[src/rtl/byte_striping_if.sv]
// byte_striping_if: stream input and striped lane output bundle for byte_striping
interface byte_striping_if;
  logic [7:0] in_byte;
  logic       in_valid;
  logic       flush;
  logic [7:0] Lane_0;
  logic [7:0] Lane_1;
  logic [7:0] Lane_2;
  logic [7:0] Lane_3;
  logic       lanes_valid;
  logic [3:0] pad_mask;
  logic [1:0] ctr_3;
  modport master (
    output in_byte, in_valid, flush,
    input  Lane_0, Lane_1, Lane_2, Lane_3, lanes_valid, pad_mask, ctr_3
  );
  modport slave (
    input  in_byte, in_valid, flush,
    output Lane_0, Lane_1, Lane_2, Lane_3, lanes_valid, pad_mask, ctr_3
  );
endinterface

[src/rtl/byte_striping.sv]
// byte_striping: stripes a byte stream round-robin over four lanes, flush pads partial groups
module byte_striping #(
  parameter logic [7:0] PAD = 8'hBC
) (
  input logic          clk250k,
  input logic          reset_L,
  byte_striping_if.slave bus
);
  logic [23:0] r_buf;
  logic [1:0]  r_ctr;
  logic [31:0] r_lanes;
  logic        r_valid;
  logic [3:0]  r_mask;
  logic        w_emit;
  logic [2:0]  w_cnt;
  logic [31:0] w_ext;
  logic [31:0] w_lanes;
  logic [3:0]  w_mask;
  assign w_emit = (bus.in_valid && r_ctr == 2'd3) || (bus.flush && (bus.in_valid || r_ctr != 2'd0));
  assign w_cnt  = {1'b0, r_ctr} + {2'b00, bus.in_valid};
  assign w_ext  = {PAD, r_buf};
  // lane k: staged byte below ctr, the incoming byte at ctr, PAD beyond
  always_comb begin
    w_lanes = '0;
    w_mask  = '0;
    for (int k = 0; k < 4; k++) begin
      w_lanes[8*k +: 8] = (3'(k) < {1'b0, r_ctr}) ? w_ext[8*k +: 8] :
                          (3'(k) == {1'b0, r_ctr} && bus.in_valid) ? bus.in_byte : PAD;
      w_mask[k] = 3'(k) >= w_cnt;
    end
  end
  always_ff @(posedge clk250k or negedge reset_L) begin
    if (!reset_L) begin
      r_buf   <= '0;
      r_ctr   <= '0;
      r_lanes <= '0;
      r_valid <= 1'b0;
      r_mask  <= '0;
    end else begin
      r_valid <= w_emit;
      if (w_emit) begin
        r_lanes <= w_lanes;
        r_mask  <= w_mask;
        r_ctr   <= '0;
      end else if (bus.in_valid) begin
        for (int k = 0; k < 3; k++)
          if (r_ctr == 2'(k)) r_buf[8*k +: 8] <= bus.in_byte;
        r_ctr <= r_ctr + 2'd1;
      end
    end
  end
  assign bus.Lane_0      = r_lanes[7:0];
  assign bus.Lane_1      = r_lanes[15:8];
  assign bus.Lane_2      = r_lanes[23:16];
  assign bus.Lane_3      = r_lanes[31:24];
  assign bus.lanes_valid = r_valid;
  assign bus.pad_mask    = r_mask;
  assign bus.ctr_3       = r_ctr;
endmodule
[src/flat_wrapper.sv]
// flat-port wrapper written by rule: the top's interface ports become plain ports
module byte_striping_flat 
#(
  parameter logic [7:0] PAD = 8'hBC
)
  (clk250k, reset_L, bus_in_byte, bus_in_valid, bus_flush, bus_Lane_0, bus_Lane_1, bus_Lane_2, bus_Lane_3, bus_lanes_valid, bus_pad_mask, bus_ctr_3);
  byte_striping_if bus_i ();
  input logic clk250k;
  input logic reset_L;
  input wire logic [$bits(bus_i.in_byte)-1:0] bus_in_byte;
  input wire logic [$bits(bus_i.in_valid)-1:0] bus_in_valid;
  input wire logic [$bits(bus_i.flush)-1:0] bus_flush;
  output wire logic [$bits(bus_i.Lane_0)-1:0] bus_Lane_0;
  output wire logic [$bits(bus_i.Lane_1)-1:0] bus_Lane_1;
  output wire logic [$bits(bus_i.Lane_2)-1:0] bus_Lane_2;
  output wire logic [$bits(bus_i.Lane_3)-1:0] bus_Lane_3;
  output wire logic [$bits(bus_i.lanes_valid)-1:0] bus_lanes_valid;
  output wire logic [$bits(bus_i.pad_mask)-1:0] bus_pad_mask;
  output wire logic [$bits(bus_i.ctr_3)-1:0] bus_ctr_3;
  assign bus_i.in_byte = bus_in_byte;
  assign bus_i.in_valid = bus_in_valid;
  assign bus_i.flush = bus_flush;
  assign bus_Lane_0 = bus_i.Lane_0;
  assign bus_Lane_1 = bus_i.Lane_1;
  assign bus_Lane_2 = bus_i.Lane_2;
  assign bus_Lane_3 = bus_i.Lane_3;
  assign bus_lanes_valid = bus_i.lanes_valid;
  assign bus_pad_mask = bus_i.pad_mask;
  assign bus_ctr_3 = bus_i.ctr_3;
  byte_striping #(.PAD(PAD)) u_core (.clk250k(clk250k), .reset_L(reset_L), .bus(bus_i));
endmodule
[config.mk]
export PLATFORM = sky130hd
export DESIGN_NAME = byte_striping_flat
export DESIGN_NICKNAME = d
export VERILOG_FILES = /design/src/rtl/byte_striping_if.sv /design/src/rtl/byte_striping.sv /design/src/flat_wrapper.sv
export SDC_FILE = /design/constraint.sdc
export NUM_CORES = 1
export LEC_CHECK = 0
export CAP_MARGIN = 40
export CORE_UTILIZATION = 44
export CTS_BUF_LIST = sky130_fd_sc_hd__clkbuf_4
export CTS_CLUSTER_SIZE = 8
export DETAILED_ROUTE_END_ITERATION = 16
export PLACE_DENSITY = 0.78
export RECOVER_POWER = 25
export SLEW_MARGIN = 20
export SYNTH_ARGS = -nofsm -noshare
export SYNTH_HDL_FRONTEND = slang
export SYNTH_SLANG_ARGS = --single-unit
export TNS_END_PERCENT = 20
[constraint.sdc]
create_clock -name clk250k -period 2.63 [get_ports clk250k]
set_clock_uncertainty 0.15 [all_clocks]
set_input_delay 0.526 -clock clk250k [delete_from_list [all_inputs] [get_ports clk250k]]
set_output_delay 0.526 -clock clk250k [all_outputs]
set_load 0.1 [all_outputs]
==> flow_summary_export.csv, run 1 <==
group,metric,value,unit
die,die_w,81.72,um
worst_hold_path,min_path_type,"reg2reg",
sta,slew_headroom,73.18,%
yosys,synth_commonest_cells,"dfrtp_1, o21ai_0, mux2_2",
cts,clk_pin_slew_worst_paths,100,ps
route,wl,6339,um
yosys,synth_top_area_share,56.38,%
cells_and_area,area_growth,23.71,%
critical_path,cp.required,2770,ps
critical_path,critPathArrivalTime,2270,ps
cts,clk_latency,400,ps
route,dr.pass1.iters,4,
global_routing,overflow,0,
yosys,synthDistinctLibCells,31,
yosys,synthFlopType,"dfrtp_1",
cts,postCtsSetupBuffers,0,
worst_hold_path,hold_start,"u_core.r_lanes[26]$_DFFE_PN0P_",
die,fp.dieArea,0.006678,mm^2
cts,cts.sinks,63,
critical_path,end_kind,"flip-flop",
global_routing,grt_usage,21.37,%
yosys,synth_top_area_cell,"dfrtp_1",
sta,finalCriticalPeriod,2135,ps
sta,period_share,81.17,%
global_routing,grt_use_met1,29.26,%
cts,cts_hold_buffers,1,
flow_run,maxCapViolCount,0,
cts,htree_levels,3,
yosys,synth_cells,233,
critical_path,crit_type,"reg2reg",
place,gp_congestion,0.7973,
cts,tritoncts,"yes",
die,coreArea,0.006026,mm^2
die,ios,51,
place,dp_hpwl,4402,um
cts,cts_resized,0,
global_routing,grt_pass1_wl,10220,um
sta,rsz0062_at_grt,"no",
sta,setup-tns-final,0,ps
global_routing,grt_max_degree,64,
critical_path,cp_max_fo,21,
sta,setup_violations,0,
global_routing,met3_usage,4.778,%
global_routing,gr-max-usage-layer,"met2",
cts,cts.path.max_buffers,2,
global_routing,use_met2,31.57,%
sta,slew_violations,0,
sta,final-hold-violation-count,0,
critical_path,start_kind,"flip-flop",
yosys,async_flop_share,100.0,%
cts,cts-root-buf,"clkbuf_4",
die,rows,28,
die,die_y,81.72,um
critical_path,rr_startpoint,"u_core.bus.ctr_3[1]$_DFFE_PN0P_",
route,first_iter_violations,109,
die,start_util,46.41,%
route,viasPerCell,5.693,
cts,cts_made_buffers,9,
route,ant_nets,0,
place,placedCellCount,359,
outcome,status,"complete, no violations",
cells_and_area,final_core_util,57.41,%
route,wl_per_cell,16.90,um
global_routing,grt_pass1_vias,1981,
yosys,syn_area_per_cell,12.00,um^2
sta,tightestPinTransition,402.3,ps
yosys,synth_fp_nets,254,
yosys,synthTopCellsByArea,"dfrtp_1, mux2_2, o21ai_0",
cells_and_area,nets,317,
yosys,synth_most_common_cell,"dfrtp_1",
cells_and_area,fin_cells,375,
yosys,synth_seq_area_share,56.38,%
yosys,synth_area,0.002796,mm^2
cells_and_area,drive_gt1_share,33.00,%
route,vias,2135,
yosys,ys_seq_elements,63,
global_routing,antenna_found_initial,0,
yosys,yosysWarningCount,0,
sta,clock.fmax,0.4684,GHz
yosys,synth-edff-count,0,
critical_path,startpoint,"u_core.bus.ctr_3[1]$_DFFE_PN0P_",
route,drc,0,
place,portBuffers,50,
cells_and_area,antenna_cells,0,
cell families (layout without fill, tap and decap cells):
kind of cell	count (synthesis)	in the layout	share of synthesized area, %
multiplexers	25	25	10.07
flip-flops	63	63	56.38
adder cells (fa/ha/maj)	9	9	4.027
AO/OA/AOI/OAI	93	93	20.00
AND/OR/NAND/NOR	23	23	6.309
buffers and inverters	20	87	3.221
placed cells by master (no fill, tap or decap), drive strengths merged, types with 2 or more instances in the layout:
cell type      count
dfrtp             63
o21ai             56
buf               54
mux2              25
o22ai             12
clkbuf            11
clkdlybuf4s50     10
ha                 9
a22oi              6
o22a               5
inv                5
clkinv             5
a21oi              4
nand2              4
nor2b              4
a32o               3
nand3b             3
and3b              3
nor2               3
a31oi              3
nand2b             2
o32ai              2
nor4b              2
state kept, by name (all words and copies together) (netlist names):
name and count:
u_core.r_buf 24, u_core.bus.pad_mask 4, u_core.bus.lanes_valid 1, u_core.r_lanes 32, u_core.bus.ctr_3 2
path summary, 6_finish.rpt:
path                                                           end  slack (ps)  cells past startpoint
max in group asynchronous          u_core.bus.ctr_3[1]$_DFFE_PN0P_        1490                      3
worst max-delay path                 u_core.r_lanes[9]$_DFFE_PN0P_         500                      5
worst min-delay path                u_core.r_lanes[26]$_DFFE_PN0P_         350                      1
worst max register to register       u_core.r_lanes[9]$_DFFE_PN0P_         500                      5
worst min register to register      u_core.r_lanes[26]$_DFFE_PN0P_         350                      1
min in group asynchronous       u_core.bus.pad_mask[0]$_DFFE_PN0P_         540                      3
area by class of cell:
type                            instances  area [um^2]
Fill cell                             529         2566
Sequential cell                        63         1580
Multi-Input combinational cell        150         1130
Timing Repair Buffer                   66        531.8
Tap cell                               75        93.84
Clock buffer                           10        75.07
Clock inverter                          5        26.28
Inverter                                6        22.52
stage by stage:
| step | worst slack [ps] | cell area, um^2 | hold slack (ps) |
|---|---|---|---|
| final | 495.3 | 3460 | 353.1 |
| after global placement | 221.8 | 3349 | 323.7 |
| after detailed placement | 176.7 | 3349 | 329.4 |
| after floorplan | 42.78 | 2800 | 80.41 |
| after global routing | 356.9 | 3460 | 373.0 |
| after CTS | 470.8 | 3461 | 359.0 |
routing by layer:
layer | vias up | share of wire, %
met2 | 55 | 47
met4 | 0 | 1.9
met1 | 1077 | 46
met5 | - | 0
met3 | 12 | 4.7
li1 | 991 | -
critical path: stages (launching register included):
cell,delay (ps)
dfrtp_4,570
ha_1,220
a21oi_1,360
or2_0,300
buf_4,280
o21ai_0,130
Power of run 1 is left out: the tool's default activity adds up to more than one toggle a clock period on the data nets, which glitch-free logic cannot reach.
==> inputs of run 2 (changes only) <==
Clock period 2.63 ns to 2 ns, I/O delays scaled along.
==> flow_summary_export.csv, run 2 (synthesized netlist as in run 1, its figures left out) <==
group,metric,value,unit
critical_path,end_kind,"flip-flop",
cells_and_area,nets,329,
place,place_area,0.003959,mm^2
global_routing,antenna_found_initial,0,
critical_path,critPathArrivalTime,2110,ps
route,wl,6516,um
route,ant_nets,0,
global_routing,grt_usage,22.49,%
critical_path,start_kind,"flip-flop",
cells_and_area,largest_reg_flops,32,
route,viasPerCell,5.750,
critical_path,cp.required,2150,ps
critical_path,cpLargestDelayFamily,"flip-flops",
global_routing,grt_pass1_wl,10900,um
critical_path,cp_max_fo,8,
place,gp_congestion,0.8146,
place,dp_hpwl,4722,um
cts,cts-root-buf,"clkbuf_4",
sta,slew_violations,0,
cells_and_area,area_growth,47.43,%
cts,htree_levels,3,
route,wl_per_cell,16.79,um
route,drc,0,
sta,tightestPinTransition,820.2,ps
outcome,status,"complete, no violations",
cells_and_area,seq_area,0.001584,mm^2
sta,clock.fmax,0.5116,GHz
die,coreArea,0.006026,mm^2
sta,finalCriticalPeriod,1955,ps
route,vias,2231,
sta,setup_violations,0,
cts,clk_latency,400,ps
die,ios,51,
global_routing,overflow,0,
worst_hold_path,hold_start,"u_core.r_buf[1]$_DFFE_PN0P_",
route,dr.pass1.iters,4,
die,rows,28,
cells_and_area,registers.top_by_ff_count,"u_core.r_lanes",
cells_and_area,multiInputGateArea,0.001172,mm^2
critical_path,ff2ff_setup_slack,50,ps
cells_and_area,fin_area,0.004123,mm^2
cts,cts.sinks,63,
cells_and_area,final_common_cell,"dfrtp_1",
critical_path,rr_worst_depth,5,
worst_hold_path,min_path_type,"reg2reg",
cts,clk_pin_slew_worst_paths,100,ps
die,fp.dieArea,0.006678,mm^2
global_routing,grt_pass1_vias,2255,
flow_run,maxCapViolCount,0,
place,portBuffers,50,
critical_path,path_cells,"ha_4 > buf_4 > a21oi_2 > or2_4 > mux2_2",
critical_path,crit_path_max_incr_delay,550,ps
cells_and_area,drive_gt1_share,38.34,%
cts,cts_made_buffers,9,
cells_and_area,fillers,414,
critical_path,cp_slowest_cell,"dfrtp_4",
cells_and_area,layout_common_cells,"dfrtp_1, o21ai_0, buf_12, mux2_2, buf_4",
sta,period_share,97.74,%
cts,cts.path.max_buffers,2,
die,die_w,81.72,um
route,first_iter_violations,160,
global_routing,grt_max_degree,64,
worst_hold_path,hold_path_end,"u_core.r_buf[1]$_DFFE_PN0P_",
sta,final-hold-violation-count,0,
sta,slew_headroom,45.32,%
worst_hold_path,worstHoldPathCells,1,
cells_and_area,antenna_cells,0,
critical_path,reg2reg_to,"u_core.bus.pad_mask[1]$_DFFE_PN0P_",
critical_path,timing.critical_path.buf_inv,1,
critical_path,rr_startpoint,"u_core.bus.ctr_3[1]$_DFFE_PN0P_",
die,start_util,46.41,%
die,die_y,81.72,um
cts,tritoncts,"yes",
critical_path,crit_type,"reg2reg",
run 2: changes by cell type in the layout (fill, tap and decap cells not counted), moves of 2 or more:
cell / before / now
ha_1: 9 / 6
buf_12: 1 / 39
ha_4: 0 / 2
buf_4: 53 / 24
clkbuf_4: 10 / 12
buf_6: 0 / 2
run 2: worst max-delay path by stage:
stage,from,to,slack [ps],cells after the start
after global placement,bus_in_valid,u_core.r_buf[5]$_DFFE_PN0P_,-170,6
after floorplan,u_core.bus.ctr_3[1]$_DFFE_PN0P_,u_core.r_buf[11]$_DFFE_PN0P_,-100,6
after global routing,u_core.bus.ctr_3[1]$_DFFE_PN0P_,u_core.r_lanes[7]$_DFFE_PN0P_,-40,6
after detailed placement,bus_in_valid,u_core.bus.pad_mask[0]$_DFFE_PN0P_,-250,6
after CTS,u_core.bus.ctr_3[1]$_DFFE_PN0P_,u_core.r_buf[19]$_DFFE_PN0P_,30,5
final,u_core.bus.ctr_3[1]$_DFFE_PN0P_,u_core.bus.pad_mask[1]$_DFFE_PN0P_,50,5
run 2: through the flow:
step	setup TNS [ps]	std cells	hold slack (ps)	util, %	setup slack [ps]
2_1_floorplan	-2452	233	-45.59	-	-96.96
3_3_place_gp	-7191	368	277.0	65.70	-169.6
3_5_place_dp	-10890	368	283.9	65.70	-252.7
4_1_cts	0	385	365.7	68.04	25.85
5_1_grt	-93.14	388	380.0	68.42	-36.36
6_report	0	388	362.6	68.42	45.23
run 2: final cells by class:
cell class | instances | share of cell area (%)
inverters | 6 | 0.8498
clock buffers | 11 | 2.003
flip-flops and latches | 63 | 38.42
multi-input cells | 150 | 28.44
well taps | 75 | 2.276
repair buffers | 78 | 26.83
clock inverters | 5 | 1.184
run 2: metal layers:
layer / share of wire, % / global-route usage (%)
met1: 41 / 27.63
met2: 51 / 37.19
met3: 4.9 / 4.444
met4: 2.2 / 12.11
met5: 0 / 0
run 2: repair_timing:
| action | CTS | global route |
|---|---|---|
| endpoints found under the hold margin | 63 | 0 |
| buffers inserted | 0 | 3 |
| hold buffers | 1 | 0 |
| endpoints found under the setup margin | 0 | 19 |
| resized for setup | 0 | 4 |
Power of run 2 is left out for the same reason.
